## src/rtl/cpu_pkg.sv

```systemverilog
// Shared definitions for the 4-bit accumulator CPU: default widths, arbitration
// modes and the instruction opcodes used by the host loader and benches.
package cpu_pkg;

    localparam int ADDR_W_DEF = 4;
    localparam int DATA_W_DEF = 4;

    localparam logic PRIO_RR   = 1'b0;
    localparam logic PRIO_HOST = 1'b1;

    typedef enum logic [3:0] {
        OP_NOP   = 4'd0,
        OP_LOAD  = 4'd1,
        OP_ADD   = 4'd2,
        OP_SUB   = 4'd3,
        OP_AND   = 4'd4,
        OP_OR    = 4'd5,
        OP_STORE = 4'd6,
        OP_JMP   = 4'd7
    } opcode_e;

endpackage

```

## src/rtl/cpu_mem_arbiter_rr_arb2.sv

```systemverilog
// Two-requester arbiter: round-robin with a one-bit pointer, or fixed priority
// to requester 1. Grants are combinational and forced low during reset.
module rr_arb2
    import cpu_pkg::*;
(
    input  logic clk,
    input  logic reset,
    input  logic mode_i,
    input  logic req0_i,
    input  logic req1_i,
    output logic gnt0_o,
    output logic gnt1_o
);

    // ptr_q = 0 means requester 0 wins the next contended cycle
    logic ptr_q, ptr_d;
    logic gnt0_d, gnt1_d;

    always_comb begin
        gnt0_d = 1'b0;
        gnt1_d = 1'b0;
        ptr_d  = ptr_q;
        if (!reset) begin
            if (req0_i && req1_i) begin
                if (mode_i == PRIO_HOST || ptr_q) begin
                    gnt1_d = 1'b1;
                end else begin
                    gnt0_d = 1'b1;
                end
            end else begin
                gnt0_d = req0_i;
                gnt1_d = req1_i;
            end
            if (gnt0_d) begin
                ptr_d = 1'b1;
            end else if (gnt1_d) begin
                ptr_d = 1'b0;
            end
        end
    end

    always_ff @(posedge clk) begin
        if (reset) begin
            ptr_q <= 1'b0;
        end else begin
            ptr_q <= ptr_d;
        end
    end

    assign gnt0_o = gnt0_d;
    assign gnt1_o = gnt1_d;

endmodule

```

## src/rtl/cpu_mem_arbiter.sv

```systemverilog
// Program/data memory shared by the CPU core (port 0) and the host loader
// (port 1): one access per clock, registered read data, saturating conflict count.
module cpu_mem_arbiter
    import cpu_pkg::*;
#(
    parameter int   ADDR_W    = ADDR_W_DEF,
    parameter int   DATA_W    = DATA_W_DEF,
    parameter logic PRIO_MODE = PRIO_RR,
    parameter int   CNT_W     = 8
) (
    input  logic              clk,
    input  logic              reset,
    input  logic              req0,
    input  logic              we0,
    input  logic [ADDR_W-1:0] addr0,
    input  logic [DATA_W-1:0] wdata0,
    output logic              gnt0,
    output logic              rvalid0,
    input  logic              req1,
    input  logic              we1,
    input  logic [ADDR_W-1:0] addr1,
    input  logic [DATA_W-1:0] wdata1,
    output logic              gnt1,
    output logic              rvalid1,
    output logic [DATA_W-1:0] rdata,
    output logic [CNT_W-1:0]  conflict_cnt
);

    localparam int DEPTH = 2 ** ADDR_W;

    logic [DATA_W-1:0] mem_q [DEPTH];
    logic              wr_en, rd_en;
    logic [ADDR_W-1:0] acc_addr;
    logic [DATA_W-1:0] acc_wdata;
    logic [DATA_W-1:0] rdata_q, rdata_d;
    logic              rvalid0_q, rvalid0_d, rvalid1_q, rvalid1_d;
    logic [CNT_W-1:0]  cnt_q, cnt_d;

    rr_arb2 u_arb (
        .clk    (clk),
        .reset  (reset),
        .mode_i (PRIO_MODE),
        .req0_i (req0),
        .req1_i (req1),
        .gnt0_o (gnt0),
        .gnt1_o (gnt1)
    );

    // At most one grant is high, so the granted port's request drives the array
    always_comb begin
        wr_en     = 1'b0;
        rd_en     = 1'b0;
        acc_addr  = addr0;
        acc_wdata = wdata0;
        if (gnt1) begin
            wr_en     = we1;
            rd_en     = !we1;
            acc_addr  = addr1;
            acc_wdata = wdata1;
        end else if (gnt0) begin
            wr_en = we0;
            rd_en = !we0;
        end
    end

    // Per-word registers so the whole array can be cleared by reset
    generate
        for (genvar gi = 0; gi < DEPTH; gi++) begin : g_word
            always_ff @(posedge clk) begin
                if (reset) begin
                    mem_q[gi] <= '0;
                end else if (wr_en && acc_addr == ADDR_W'(gi)) begin
                    mem_q[gi] <= acc_wdata;
                end
            end
        end
    endgenerate

    always_comb begin
        rdata_d   = rdata_q;
        rvalid0_d = gnt0 && !we0;
        rvalid1_d = gnt1 && !we1;
        cnt_d     = cnt_q;
        if (rd_en) begin
            rdata_d = mem_q[acc_addr];
        end
        if (req0 && req1 && cnt_q != {CNT_W{1'b1}}) begin
            cnt_d = cnt_q + CNT_W'(1);
        end
    end

    always_ff @(posedge clk) begin
        if (reset) begin
            rdata_q   <= '0;
            rvalid0_q <= 1'b0;
            rvalid1_q <= 1'b0;
            cnt_q     <= '0;
        end else begin
            rdata_q   <= rdata_d;
            rvalid0_q <= rvalid0_d;
            rvalid1_q <= rvalid1_d;
            cnt_q     <= cnt_d;
        end
    end

    assign rdata        = rdata_q;
    assign rvalid0      = rvalid0_q;
    assign rvalid1      = rvalid1_q;
    assign conflict_cnt = cnt_q;

endmodule

```

## config.mk

```make
export PLATFORM = sky130hd
export DESIGN_NAME = cpu_mem_arbiter
export DESIGN_NICKNAME = d
export VERILOG_FILES = /design/src/rtl/cpu_pkg.sv /design/src/rtl/cpu_mem_arbiter_rr_arb2.sv /design/src/rtl/cpu_mem_arbiter.sv
export SDC_FILE = /design/constraint.sdc
export NUM_CORES = 1
export LEC_CHECK = 0
export CORE_MARGIN = 2
export CORE_UTILIZATION = 55
export CTS_CLUSTER_SIZE = 24
export DETAILED_ROUTE_END_ITERATION = 8
export PLACE_DENSITY = 0.77
export SYNTH_ARGS = -nofsm -noshare
export SYNTH_HDL_FRONTEND = slang
export SYNTH_SLANG_ARGS = --single-unit
```

## constraint.sdc

```tcl
create_clock -name clk -period 3.4 [get_ports clk]
set_input_delay 1.02 -clock clk [delete_from_list [all_inputs] [get_ports clk]]
set_output_delay 1.02 -clock clk [all_outputs]
set_load 0.03 [all_outputs]
```

==> flow_summary.ini <==
[cts]
ctsHtreeMaxLevel = 3
cts_root_buf = clkbuf_8
cts_tree = yes
cts.sinks = 79
cts_resized = 0
cts_made_buffers = 9
clock_latency_ns = 0.35
clk_path_buf_depth = 2
clkTransAtPathRegs_ns = 0.08
cts_setup_buffers = 0
holdBufCountCts = 0

[sta]
finalMaxSlewViolations = 0
final-hold-violation-count = 0
rsz0062_at_grt = no
relSlewSlack_pct = 64.44
min_period_ns = 3.278
timing.setup.tns_ns = 0
fmax_ghz = 0.3050
finalCritPeriodShare_pct = 96.42
fin_skew_ns = 0.006406
hold-worst-slack_ns = 0.5116
tightest_slew_ns = 0.5314
setup_violations = 0

[synth]
synth.avg_cell_area_um2 = 10.30
synth_fa_ha_area_share_pct = 0.2999
synth-compound-area-share_pct = 15.26
synth_flop_cell = edfxtp_1
synth_area_leaders = edfxtp_1 (46%), nor2_1 (7.7%), dfxtp_1 (7.2%)
synth_top_area_cell = edfxtp_1
ys_types = 53
seq_area_frac_synth_pct = 53.25
synth-simple-area-share_pct = 22.76
synthCells = 405
yosysWarnings = 0
synth_top_family_by_area = simple AND/OR/NAND/NOR gates
synth-xor-area-share_pct = 1.469
synth_seq_cells = 79
synth-edff-count = 64
synth-async-reset-ratio_pct = 0
syn-num-nets = 428
synth_mux_area_share_pct = 3.388
yosysTopAreaCellShare_pct = 46.06
netlist_area_um2 = 4173

[floorplan]
die_y_um = 91.10
dieWidth_um = 91.10
coreArea_um2 = 7292
io_pins = 38
rows = 31
start_util_pct = 57.22
die-area_um2 = 8299

[final_layout]
finalNonFillerCells = 564
final_common_cell = nor2_1
drive_above_1_share_pct = 15.70
multi_input_area_um2 = 1802
diodes = 0
fin_area_um2 = 4941
num-fill-cells = 612
area.growth.synth_to_final_pct = 18.41
final_util_pct = 67.76
seq_area_um2 = 2222
nNetsFinal = 483
layout_common_cells = nor2_1 (86), edfxtp_1 (64), clkdlybuf4s50_1 (35), nand2b_1 (33), buf_4 (31)

[routing]
vias = 3344
drc = 0
ant_nets = 0
routed_wl_um = 10610
wl_per_cell_um = 18.81
avgViaCountPerCell = 5.929
first_pass_iters = 5
drt-initial-drc-count = 397

[power]
p_seq_share_pct = 51.7
power.share.combinational_pct = 14.7
vdd_ir_drop_max_mv = 0.2701
powerDensity_nw_per_um2 = 430.0
clkPwrFrac_pct = 33.6
cellLeakagePower_nw = 1.776
intPower_mw = 1.562
switching_share_pct = 26.47
power_switching_mw = 0.5625

[placement]
placedCellCount = 548
dpl.hpwl_um = 7656
portBuffers = 37
dpl_cell_area_um2 = 4742
place_congestion = 0.9385

[global_routing]
grt_usage_pct = 26.57
grt_start_max_net_pins = 31
antenna_found_initial = 0
grt.overflow.total = 0
grt_pass1_vias = 3309
grt_pass1_wl_um = 16950

[worst_setup_path]
worstPathArrival_ns = 2.26
critical_path.startpoint_type = primary input
critical_path_class = primary input to primary output
cp_max_fo = 14
cp-end-kind = primary output
worst_ep_required_time_ns = 2.38

[run_status]
outcome = completed

[job]
drv_cap = 0

[min_path]
min_path_type = flip-flop to flip-flop
-- state kept, by name, summed over array words and instances (netlist names) --
signal / flops
rdata: 4
rvalid1: 1
conflict_cnt: 8
u_arb.ptr_q: 1
rvalid0: 1
mem_q: 64
-- stage by stage --
stage,power [mW],setup slack [ns]
after floorplan,1.305,0.6123
after global placement,1.422,0.1478
after detailed placement,1.429,0.05201
after CTS,2.130,0.1254
after global routing,2.188,0.06744
final,2.125,0.1216
-- layer usage --
layer / up-vias / track usage, % / routed length, um
li1: 1594 / - / -
met1: 1551 / 35.71 / 4291
met2: 177 / 43.83 / 5154
met3: 22 / 5.477 / 955
met4: 0 / 7.576 / 204
met5: - / 0 / 0
-- worst max-delay path: stages --
cell and delay (ns):
clkdlybuf4s50_1 0.57, and2b_4 0.33, nand2_4 0.12, inv_1 0.07
buf_4 0.15
-- final cells by class --
cell class | instances | area share (%)
Clock buffer | 11 | 2.861
Clock inverter | 5 | 1.165
Inverter | 3 | 0.2279
Multi-Input combinational cell | 301 | 36.46
Sequential cell | 79 | 44.97
Tap cell | 99 | 2.507
Timing Repair Buffer | 66 | 11.80
-- logic make-up (layout without fill, tap and decap cells) --
group                    count (synthesis)  after routing
AND/OR/NAND/NOR                        191            191
AO/OA/AOI/OAI                           89             89
flip-flops                              79             79
buffers and inverters                   25             85
multiplexers                            13             13
XOR/XNOR                                 7              7
adder cells (fa/ha/maj)                  1              1
-- worst paths after layout --
check        depth (start not counted)        start  slack [ns]      endpoint
max                                  5         req1        0.12          gnt1
min                                  2  u_arb.ptr_q        0.51   u_arb.ptr_q
max reg2reg                          6  u_arb.ptr_q        1.19  mem_q[12][1]
min reg2reg                          2  u_arb.ptr_q        0.51   u_arb.ptr_q
-- Yosys cell counts (3+ instances only) --
cell type / number
a211oi_1: 18
a21o_1: 3
a21oi_1: 16
a311oi_1: 10
a31oi_1: 3
and3_1: 7
buf_2: 11
buf_6: 5
clkbuf_1: 5
dfxtp_1: 15
edfxtp_1: 64
inv_1: 3
mux2_2: 5
mux2i_1: 7
nand2_1: 30
nand2b_1: 33
nand3_1: 18
nor2_1: 86
o21ai_0: 14
o21ai_1: 3
o221ai_1: 3
o31ai_1: 3
xor2_1: 5
-- power groups by stage --
stage               sequential [mW]  combinational [mW]  clock, mW
floorplan                      1.12               0.181          0
global placement               1.12               0.302          0
detailed placement             1.12               0.308          0
CTS                            1.10               0.309      0.723
global route                   1.10               0.334      0.751
finish                         1.10               0.313      0.714
Note: power is estimated with default switching activity, not from simulation.
